**config.mk**
```make
export PLATFORM = sky130hd
export DESIGN_NAME = control_unit_flat
export DESIGN_NICKNAME = d
export VERILOG_FILES = /design/src/rtl/control_unit_if.sv /design/src/rtl/control_unit.sv /design/src/flat_wrapper.sv
export SDC_FILE = /design/constraint.sdc
export NUM_CORES = 1
export LEC_CHECK = 0
export CAP_MARGIN = 20
export CELL_PAD_IN_SITES_DETAIL_PLACEMENT = 0
export CELL_PAD_IN_SITES_GLOBAL_PLACEMENT = 1
export CORE_MARGIN = 2
export CORE_UTILIZATION = 30
export DETAILED_ROUTE_END_ITERATION = 10
export PLACE_DENSITY_LB_ADDON = 0.08
export SLEW_MARGIN = 30
export SYNTH_ARGS = -nofsm -noshare
export SYNTH_HDL_FRONTEND = slang
export SYNTH_SLANG_ARGS = --single-unit
```
**constraint.sdc**
```tcl
create_clock -name clk_i -period 1.8 [get_ports clk_i]
set_input_delay 0.27 -clock clk_i [delete_from_list [all_inputs] [get_ports clk_i]]
set_output_delay 0.27 -clock clk_i [all_outputs]
set_load 0.01 [all_outputs]
```
**src/rtl/control_unit_if.sv**
```systemverilog
// Datapath control bundle between the multicycle control FSM (master) and the datapath (slave).
interface control_unit_if;
  logic [6:0]  opcode_i;
  logic        mem_ready_i;
  logic        pc_write_o;
  logic        pc_write_cond_o;
  logic        ir_write_o;
  logic        reg_write_o;
  logic        mem_read_o;
  logic        mem_write_o;
  logic        iord_o;
  logic        is_immediate_o;
  logic        pc_source_o;
  logic [1:0]  alu_op_o;
  logic [1:0]  alu_src_a_o;
  logic [1:0]  alu_src_b_o;
  logic [1:0]  mem_to_reg_o;
  logic [3:0]  state_o;
  logic        illegal_o;
  logic [31:0] retire_count_o;

  modport master (
    input  opcode_i, mem_ready_i,
    output pc_write_o, pc_write_cond_o, ir_write_o, reg_write_o, mem_read_o,
           mem_write_o, iord_o, is_immediate_o, pc_source_o, alu_op_o,
           alu_src_a_o, alu_src_b_o, mem_to_reg_o, state_o, illegal_o,
           retire_count_o
  );

  modport slave (
    output opcode_i, mem_ready_i,
    input  pc_write_o, pc_write_cond_o, ir_write_o, reg_write_o, mem_read_o,
           mem_write_o, iord_o, is_immediate_o, pc_source_o, alu_op_o,
           alu_src_a_o, alu_src_b_o, mem_to_reg_o, state_o, illegal_o,
           retire_count_o
  );
endinterface

```
**src/rtl/control_unit.sv**
```systemverilog
// Multicycle RV32 control FSM: decodes the IR opcode into per-state datapath controls
// and counts retired instructions.
module control_unit (
  input  logic           clk_i,
  input  logic           rst_i,
  control_unit_if.master bus
);
  typedef enum logic [3:0] {
    S_FETCH    = 4'd0,  S_DECODE  = 4'd1,  S_MEMADR = 4'd2,  S_MEMREAD = 4'd3,
    S_MEMWB    = 4'd4,  S_MEMWRITE = 4'd5, S_EXECR  = 4'd6,  S_EXECI   = 4'd7,
    S_ALUWB    = 4'd8,  S_BRANCH  = 4'd9,  S_JAL    = 4'd10, S_JALR    = 4'd11,
    S_LUI      = 4'd12, S_AUIPC   = 4'd13
  } state_t;

  localparam logic [6:0] OP_LOAD   = 7'b0000011;
  localparam logic [6:0] OP_STORE  = 7'b0100011;
  localparam logic [6:0] OP_RTYPE  = 7'b0110011;
  localparam logic [6:0] OP_ITYPE  = 7'b0010011;
  localparam logic [6:0] OP_BRANCH = 7'b1100011;
  localparam logic [6:0] OP_JAL    = 7'b1101111;
  localparam logic [6:0] OP_JALR   = 7'b1100111;
  localparam logic [6:0] OP_LUI    = 7'b0110111;
  localparam logic [6:0] OP_AUIPC  = 7'b0010111;

  state_t      r_state;
  state_t      w_next;
  logic [31:0] r_retire_count;
  logic        w_retire;
  logic        w_pc_write, w_pc_write_cond, w_ir_write, w_reg_write;
  logic        w_mem_read, w_mem_write, w_iord, w_is_imm, w_pc_source, w_illegal;
  logic [1:0]  w_alu_op, w_src_a, w_src_b, w_mem_to_reg;

  always_ff @(posedge clk_i) begin
    if (rst_i) begin
      r_state        <= S_FETCH;
      r_retire_count <= 32'd0;
    end else begin
      r_state <= w_next;
      if (w_retire) r_retire_count <= r_retire_count + 32'd1;
    end
  end

  always_comb begin
    w_next          = r_state;
    w_retire        = 1'b0;
    w_pc_write      = 1'b0;
    w_pc_write_cond = 1'b0;
    w_ir_write      = 1'b0;
    w_reg_write     = 1'b0;
    w_mem_read      = 1'b0;
    w_mem_write     = 1'b0;
    w_iord          = 1'b0;
    w_is_imm        = 1'b0;
    w_pc_source     = 1'b0;
    w_illegal       = 1'b0;
    w_alu_op        = 2'b00;
    w_src_a         = 2'b00;
    w_src_b         = 2'b00;
    w_mem_to_reg    = 2'b00;
    case (r_state)
      S_FETCH: begin
        w_mem_read = 1'b1;
        w_src_b    = 2'b01;
        if (bus.mem_ready_i) begin
          w_ir_write = 1'b1;
          w_pc_write = 1'b1;
          w_next     = S_DECODE;
        end
      end
      S_DECODE: begin
        // Speculatively form PC-relative target into ALUOut for branch/JAL.
        w_src_a = 2'b10;
        w_src_b = 2'b10;
        case (bus.opcode_i)
          OP_LOAD, OP_STORE: w_next = S_MEMADR;
          OP_RTYPE:          w_next = S_EXECR;
          OP_ITYPE:          w_next = S_EXECI;
          OP_BRANCH:         w_next = S_BRANCH;
          OP_JAL:            w_next = S_JAL;
          OP_JALR:           w_next = S_JALR;
          OP_LUI:            w_next = S_LUI;
          OP_AUIPC:          w_next = S_AUIPC;
          default: begin
            w_illegal = 1'b1;
            w_next    = S_FETCH;
          end
        endcase
      end
      S_MEMADR: begin
        w_src_a = 2'b01;
        w_src_b = 2'b10;
        w_next  = (bus.opcode_i == OP_LOAD) ? S_MEMREAD : S_MEMWRITE;
      end
      S_MEMREAD: begin
        w_iord     = 1'b1;
        w_mem_read = 1'b1;
        if (bus.mem_ready_i) w_next = S_MEMWB;
      end
      S_MEMWB: begin
        w_reg_write  = 1'b1;
        w_mem_to_reg = 2'b01;
        w_retire     = 1'b1;
        w_next       = S_FETCH;
      end
      S_MEMWRITE: begin
        w_iord      = 1'b1;
        w_mem_write = 1'b1;
        if (bus.mem_ready_i) begin
          w_retire = 1'b1;
          w_next   = S_FETCH;
        end
      end
      S_EXECR: begin
        w_src_a = 2'b01;
        w_alu_op = 2'b10;
        w_next   = S_ALUWB;
      end
      S_EXECI: begin
        w_src_a  = 2'b01;
        w_src_b  = 2'b10;
        w_alu_op = 2'b11;
        w_is_imm = 1'b1;
        w_next   = S_ALUWB;
      end
      S_LUI: begin
        w_src_a = 2'b11;
        w_src_b = 2'b10;
        w_next  = S_ALUWB;
      end
      S_AUIPC: begin
        w_src_a = 2'b10;
        w_src_b = 2'b10;
        w_next  = S_ALUWB;
      end
      S_ALUWB: begin
        w_reg_write = 1'b1;
        w_retire    = 1'b1;
        w_next      = S_FETCH;
      end
      S_BRANCH: begin
        w_src_a         = 2'b01;
        w_alu_op        = 2'b01;
        w_pc_write_cond = 1'b1;
        w_pc_source     = 1'b1;
        w_retire        = 1'b1;
        w_next          = S_FETCH;
      end
      S_JAL: begin
        w_pc_write   = 1'b1;
        w_pc_source  = 1'b1;
        w_reg_write  = 1'b1;
        w_mem_to_reg = 2'b10;
        w_retire     = 1'b1;
        w_next       = S_FETCH;
      end
      S_JALR: begin
        w_src_a      = 2'b01;
        w_src_b      = 2'b10;
        w_pc_write   = 1'b1;
        w_reg_write  = 1'b1;
        w_mem_to_reg = 2'b10;
        w_retire     = 1'b1;
        w_next       = S_FETCH;
      end
      default: w_next = S_FETCH;
    endcase
  end

  // Architectural write strobes are suppressed during reset so no state is corrupted.
  assign bus.pc_write_o      = w_pc_write      & ~rst_i;
  assign bus.pc_write_cond_o = w_pc_write_cond & ~rst_i;
  assign bus.ir_write_o      = w_ir_write      & ~rst_i;
  assign bus.reg_write_o     = w_reg_write     & ~rst_i;
  assign bus.mem_write_o     = w_mem_write     & ~rst_i;
  assign bus.illegal_o       = w_illegal       & ~rst_i;
  assign bus.mem_read_o      = w_mem_read;
  assign bus.iord_o          = w_iord;
  assign bus.is_immediate_o  = w_is_imm;
  assign bus.pc_source_o     = w_pc_source;
  assign bus.alu_op_o        = w_alu_op;
  assign bus.alu_src_a_o     = w_src_a;
  assign bus.alu_src_b_o     = w_src_b;
  assign bus.mem_to_reg_o    = w_mem_to_reg;
  assign bus.state_o         = r_state;
  assign bus.retire_count_o  = r_retire_count;
endmodule

```
**src/flat_wrapper.sv**
```systemverilog
// flat-port wrapper written by rule: the top's interface ports become plain ports
module control_unit_flat 
  (clk_i, rst_i, bus_opcode_i, bus_mem_ready_i, bus_pc_write_o, bus_pc_write_cond_o, bus_ir_write_o, bus_reg_write_o, bus_mem_read_o, bus_mem_write_o, bus_iord_o, bus_is_immediate_o, bus_pc_source_o, bus_alu_op_o, bus_alu_src_a_o, bus_alu_src_b_o, bus_mem_to_reg_o, bus_state_o, bus_illegal_o, bus_retire_count_o);
  control_unit_if bus_i ();
  input  logic clk_i;
  input  logic rst_i;
  input wire logic [$bits(bus_i.opcode_i)-1:0] bus_opcode_i;
  input wire logic [$bits(bus_i.mem_ready_i)-1:0] bus_mem_ready_i;
  output wire logic [$bits(bus_i.pc_write_o)-1:0] bus_pc_write_o;
  output wire logic [$bits(bus_i.pc_write_cond_o)-1:0] bus_pc_write_cond_o;
  output wire logic [$bits(bus_i.ir_write_o)-1:0] bus_ir_write_o;
  output wire logic [$bits(bus_i.reg_write_o)-1:0] bus_reg_write_o;
  output wire logic [$bits(bus_i.mem_read_o)-1:0] bus_mem_read_o;
  output wire logic [$bits(bus_i.mem_write_o)-1:0] bus_mem_write_o;
  output wire logic [$bits(bus_i.iord_o)-1:0] bus_iord_o;
  output wire logic [$bits(bus_i.is_immediate_o)-1:0] bus_is_immediate_o;
  output wire logic [$bits(bus_i.pc_source_o)-1:0] bus_pc_source_o;
  output wire logic [$bits(bus_i.alu_op_o)-1:0] bus_alu_op_o;
  output wire logic [$bits(bus_i.alu_src_a_o)-1:0] bus_alu_src_a_o;
  output wire logic [$bits(bus_i.alu_src_b_o)-1:0] bus_alu_src_b_o;
  output wire logic [$bits(bus_i.mem_to_reg_o)-1:0] bus_mem_to_reg_o;
  output wire logic [$bits(bus_i.state_o)-1:0] bus_state_o;
  output wire logic [$bits(bus_i.illegal_o)-1:0] bus_illegal_o;
  output wire logic [$bits(bus_i.retire_count_o)-1:0] bus_retire_count_o;
  assign bus_i.opcode_i = bus_opcode_i;
  assign bus_i.mem_ready_i = bus_mem_ready_i;
  assign bus_pc_write_o = bus_i.pc_write_o;
  assign bus_pc_write_cond_o = bus_i.pc_write_cond_o;
  assign bus_ir_write_o = bus_i.ir_write_o;
  assign bus_reg_write_o = bus_i.reg_write_o;
  assign bus_mem_read_o = bus_i.mem_read_o;
  assign bus_mem_write_o = bus_i.mem_write_o;
  assign bus_iord_o = bus_i.iord_o;
  assign bus_is_immediate_o = bus_i.is_immediate_o;
  assign bus_pc_source_o = bus_i.pc_source_o;
  assign bus_alu_op_o = bus_i.alu_op_o;
  assign bus_alu_src_a_o = bus_i.alu_src_a_o;
  assign bus_alu_src_b_o = bus_i.alu_src_b_o;
  assign bus_mem_to_reg_o = bus_i.mem_to_reg_o;
  assign bus_state_o = bus_i.state_o;
  assign bus_illegal_o = bus_i.illegal_o;
  assign bus_retire_count_o = bus_i.retire_count_o;
  control_unit u_core (.clk_i(clk_i), .rst_i(rst_i), .bus(bus_i));
endmodule
```
# [Word level (Yosys, flattened, before mapping)]
# Cells that the tools add are included.
[word_totals] ff_bits=36 latchBits=0 ramBits=0 mem_bits_ro=0 input_bits=10 output_inout_bits=54 word_cells=72 mem_count=0
[op_classes] addsub=1 mul=0 div_mod_pow=0 magnitude_cmp=0 n_eq_ne=25 shift=0 muxes=23 bitwise_logic=7 n_reduce_logical=14
[op_table] op="adder 32 x 1 -> 32 bit, second input constant" n=1
[op_table] op="case mux 4 bit (8 select lines)" n=1
[op_table] op="== test 4 bit, second input constant" n=6
[op_table] op="case mux 4 bit (6 select lines)" n=1
[op_table] op="== test 7 x 6 -> 1 bit, second input constant" n=3
[op_table] op="== test 7 bit, second input constant" n=3
[op_table] op="== test 4 x 3 -> 1 bit, second input constant" n=4
[op_table] op="== test 7 x 5 -> 1 bit, second input constant" n=2
[op_table] op="2-to-1 mux 4 bit" n=3
[op_table] op="case mux 2 bit (3 select lines)" n=2
[op_table] op="OR reduction 2 bit" n=6
[op_table] op="2-to-1 mux 1 bit" n=11
[op_table] op="OR reduction 5 bit" n=2
[op_table] op="OR reduction 9 bit" n=1
[op_table] op="== test 4 x 2 -> 1 bit, second input constant" n=2
[op_table] op="case mux 2 bit (2 select lines)" n=2
[op_table] op="OR reduction 4 bit" n=2
[op_table] op="== test 7 x 2 -> 1 bit, second input constant" n=1
[op_table] op="AND 1 bit" n=6
[op_table] op="!= test 2 bit, second input constant" n=3
[op_table] op="OR reduction 6 bit" n=1
[op_table] op="== test 4 x 1 -> 1 bit, second input constant" n=1
[op_table] op="logical NOT 4 bit" n=1
[op_table] op="case mux 1 bit (2 select lines)" n=2
[op_table] op="other kinds (3)" n=3

# [Depth between registers and ports, before layout]
[logic_depth] word_depth=5 depth_mapped=7 ltp_nobuf=6

# [Least setup slack after synthesis]
# OpenSTA, ideal clock, no wires.
[synth_timing] path_type="reg-to-reg" from="reg u_core.r_retire_count[4] (netlist: u_core.bus.retire_count_o[4])" to="reg u_core.r_retire_count[21] (netlist: u_core.bus.retire_count_o[21])" setup_time_ns=0.070 arrival_time_ns=1.951 required_ns=1.730 setup_slack_ns=-0.222 path_stages_with_launch=6 n_path_buf=0 period_less_slack_ns=2.022 cell_sequence="dfxtp_1 nand4_2 or3_4 or3_4 or4_1 a21oi_1"
[synth_via] elab_chain_len=1
[synth_lines] element="start: declaration" line_no="control_unit.sv:27" text="logic [31:0] r_retire_count;"
[synth_lines] element="start signal: assignment" line_no="control_unit.sv:39" text="if (w_retire) r_retire_count <= r_retire_count + 32'd1;"
[synth_lines] element="adder 32 x 1 -> 32 bit" line_no="control_unit.sv:39"
# No other way between the ends.
# A chain may end at the register's enable or synchronous reset.

# [Final worst setup path]
[layout_timing] from="reg u_core.r_retire_count[6] (netlist: u_core.bus.retire_count_o[6])" to="reg u_core.r_retire_count[21] (netlist: u_core.bus.retire_count_o[21])"
# The elaborated chain is that of the path after synthesis.

==> metrics.md <==
| Metric | Value |
|---|---|
| Top_reg_cell synth | dfxtp_1 |
| Synth-to-layout area growth | 78.7% |
| CTS Buffer Depth | 2 |
| Cell count after synthesis | 283 |
| Fmax | 0.515 GHz |
| Max cap viols | 0 |
| Routed wire length | 7.05 mm |
| Commonest cells after routing, fill and taps aside | buf_4, clkdlybuf4s50_1, nor2_1 |
| Synth area leaders | dfxtp_1, nor2_1, a21oi_1 |
| Worst EP arrival | 2.16 ns |
| Worst-margin pin slew | 0.322 ns |
| Final Hold Vio Count | 0 |
| Hold Slack | about 0.47 ns |
| Setup TNS | -0.464 ns |
| Leading cell type in the layout, fill and taps excluded | buf_4 |
| Worst-path clk slew | 0.07 ns |
| Met1 usage | 0.258 |
| Row count | 30 |
| Post-Syn Area | 2120 µm² |
| Setup crit start | u_core.bus.retire_count_o[6]$_SDFFE_PP0P_ |
| Pwr Density | about 410 nW/µm² |
| Syn_area_per_cell | about 7.5 µm² |
| Startpoint Class | register |
| RePlAce Congestion | 0.792 |
| # setup viols final | 7 |
| Overflow after GRT | 0 |
| Sequential Area | 753 µm² |
| IO Port Bufs | 63 |
| Slew Limit Headroom | 0.780 |
| Yosys top cell area share | 0.339 |
| DIE HEIGHT | 88.2 µm |
| Tot GR Track Use | 0.187 |
| Post-DP HPWL | 5.18 mm |
| Met3 GRT Util | 0.0349 |
| Unrepaired setup endpoints after global routing | true |
| Worst clock skew | 0.00473 ns |
| Ports | 64 |
| Worst setup slack after layout | -0.141 ns |
| CTS tree | done |
| DR WL/cell | ~14 µm |
| Drt via density | 5.01 |
| H-tree depth | 2 |
| Worst R2R Setup Slack | -0.14 ns |
| Post-CTS Hold Buffers | 0 |
| FFs w/ async S/R, synth | 0 |
| Pleak | approximately 1.5 nW |
| Crit Path Max Fanout | 6 |
| N_diodes | 0 |
| Peak VDD IR | 0.218 mV |
| CP Capture Type | register |
| Placed cell count | 507 |
| Final Critical Period | 1.94 ns |
| Post-Layout Cell Count | 519 |
| Place WS | -0.478 ns |
| Post-synth EDFFs | 0 |
| Synthesized flop and latch total | 36 |
| Core Region | 6830 µm² |
| Total Power | 0.00156 W |
| Initial core utilization | 0.311 |
| Worst skew pair latency | about 0.28 ns |
| Syn Nets | 294 |
| Violated checks | setup timing |
| GR Util met2 | 0.309 |
| Clock root buffer | clkbuf_8 |
| Clk sinks | 36 |
| Antenna violations before repair | 0 |
| Final Cycle Share | 1.08 |
| Register area share after synthesis | 0.339 |
| CP required | 2.02 ns |
| Multi-input gate area | approximately 1500 µm² |
| Biggest area consumer among synthesized cells | dfxtp_1 |
| Total Nets Final | 433 |
| # fillers | a little under 700 |
| Die Area | 7770 µm² |
| Warnings, synthesis | 0 |
| Vias in the first global route | approximately 2400 |
| Largest net degree at the start of global routing | 17 |
| First-pass GRT wire length | ~12 mm |
| Origin of the critical flop-to-flop path | u_core.bus.retire_count_o[6]$_SDFFE_PP0P_ |
| Num CTS Buffers | 5 |
| Outcome | finished with violations |
| Grt peak-use layer | met2 |
| Hold_sp | rst_i |
| Hold Crit Class | primary input to register |
| Library cells used by synthesis | 44 |
| Fin. max-slew vios | 0 |
| Post-route ant nets | 0 |
| Die W | 88.2 µm |
| Drt drc | 0 |
| Worst Setup Path Type | register to register |
| DRT Pass-1 Iters | 4 |
| Vias | about 2600 |
| Detailed Route Iter0 Violations | 94 |
| Fraction of layout cells with a size suffix above 1 | 0.371 |
[through the flow]
step,utilization,cell area (µm²)
2_1_floorplan,-,2190
6_report,0.556,3800
3_3_place_gp,0.509,3480
5_1_grt,0.556,3800
4_1_cts,0.535,3650
3_5_place_dp,0.509,3480
[sequential cells by signal (all words and copies together), names as in the netlist]
register and count:
u_core.bus.retire_count_o 32, u_core.bus.state_o 4
[per-layer routing]
metal,vias up,part of all wire
met5,-,0
met4,0,0.0087
met3,7,0.035
met2,67,0.49
met1,1225,0.47
li1,1299,-
[report_power, final]
part / internal [W] / switching [W]
combinational: 0.0000876 / 0.0000864
clock: 0.000312 / 0.000284
sequential: 0.000789 / 0.00000161
total: 0.00119 / 0.000372
[final timing paths]
check                           cells past startpoint                                    endpoint
worst max-delay path                                5  u_core.bus.retire_count_o[21]$_SDFFE_PP0P_
worst min-delay path                                3  u_core.bus.retire_count_o[19]$_SDFFE_PP0P_
worst max register to register                      5  u_core.bus.retire_count_o[21]$_SDFFE_PP0P_
worst min register to register                      2  u_core.bus.retire_count_o[25]$_SDFFE_PP0P_
[logic make-up after synthesis]
| family | synth area share |
|---|---|
| AO/OA/AOI/OAI | 0.174 |
| XOR/XNOR | 0.0701 |
| adder cells (fa/ha/maj) | 0.00589 |
| buffers and inverters | 0.0495 |
| flip-flops | 0.339 |
| AND/OR/NAND/NOR | 0.361 |
[worst max-delay path, cell delays in order, from the launching register on]
cell and delay (ns):
dfxtp_4 0.36, nand4_4 0.11, or3_4 0.40, or3_4 0.38, or4_4 0.50, a21oi_2 0.12
[area by class of cell]
cell class / instances / share of cell area
timing repair buffer: 150 / 0.336
multi-input combinational: 220 / 0.401
inverter: 9 / 0.00890
sequential: 36 / 0.198
tap: 96 / 0.0316
clock buffer: 8 / 0.0237
[cells in the mapped netlist, types with 2 or more instances]
cell type  instances
a21oi_1           23
or4_1              5
nand2_1           24
xor2_1             9
dfxtp_1           36
or3_4              2
nand2b_1           5
xnor2_1            8
o31ai_1            7
a31oi_1            3
or3_1             12
nand4_1           10
nor4b_1            4
nand3_1           10
and3_1             3
nand3b_1           4
nor2_1            33
nor4_1             4
o21ai_0           15
nor2b_1            3
buf_2              3
o22ai_1            3
inv_1              9
buf_1              5
nor3_1            14
or2_2              2
clkbuf_1          10
[repair_timing]
action                                  in CTS  in global routing
endpoints found under the setup margin      30                 35
setup buffers                                2                  4
resized for setup                           64                 44
pin swaps                                    7                 12
Power figures use the tool's default switching activity.
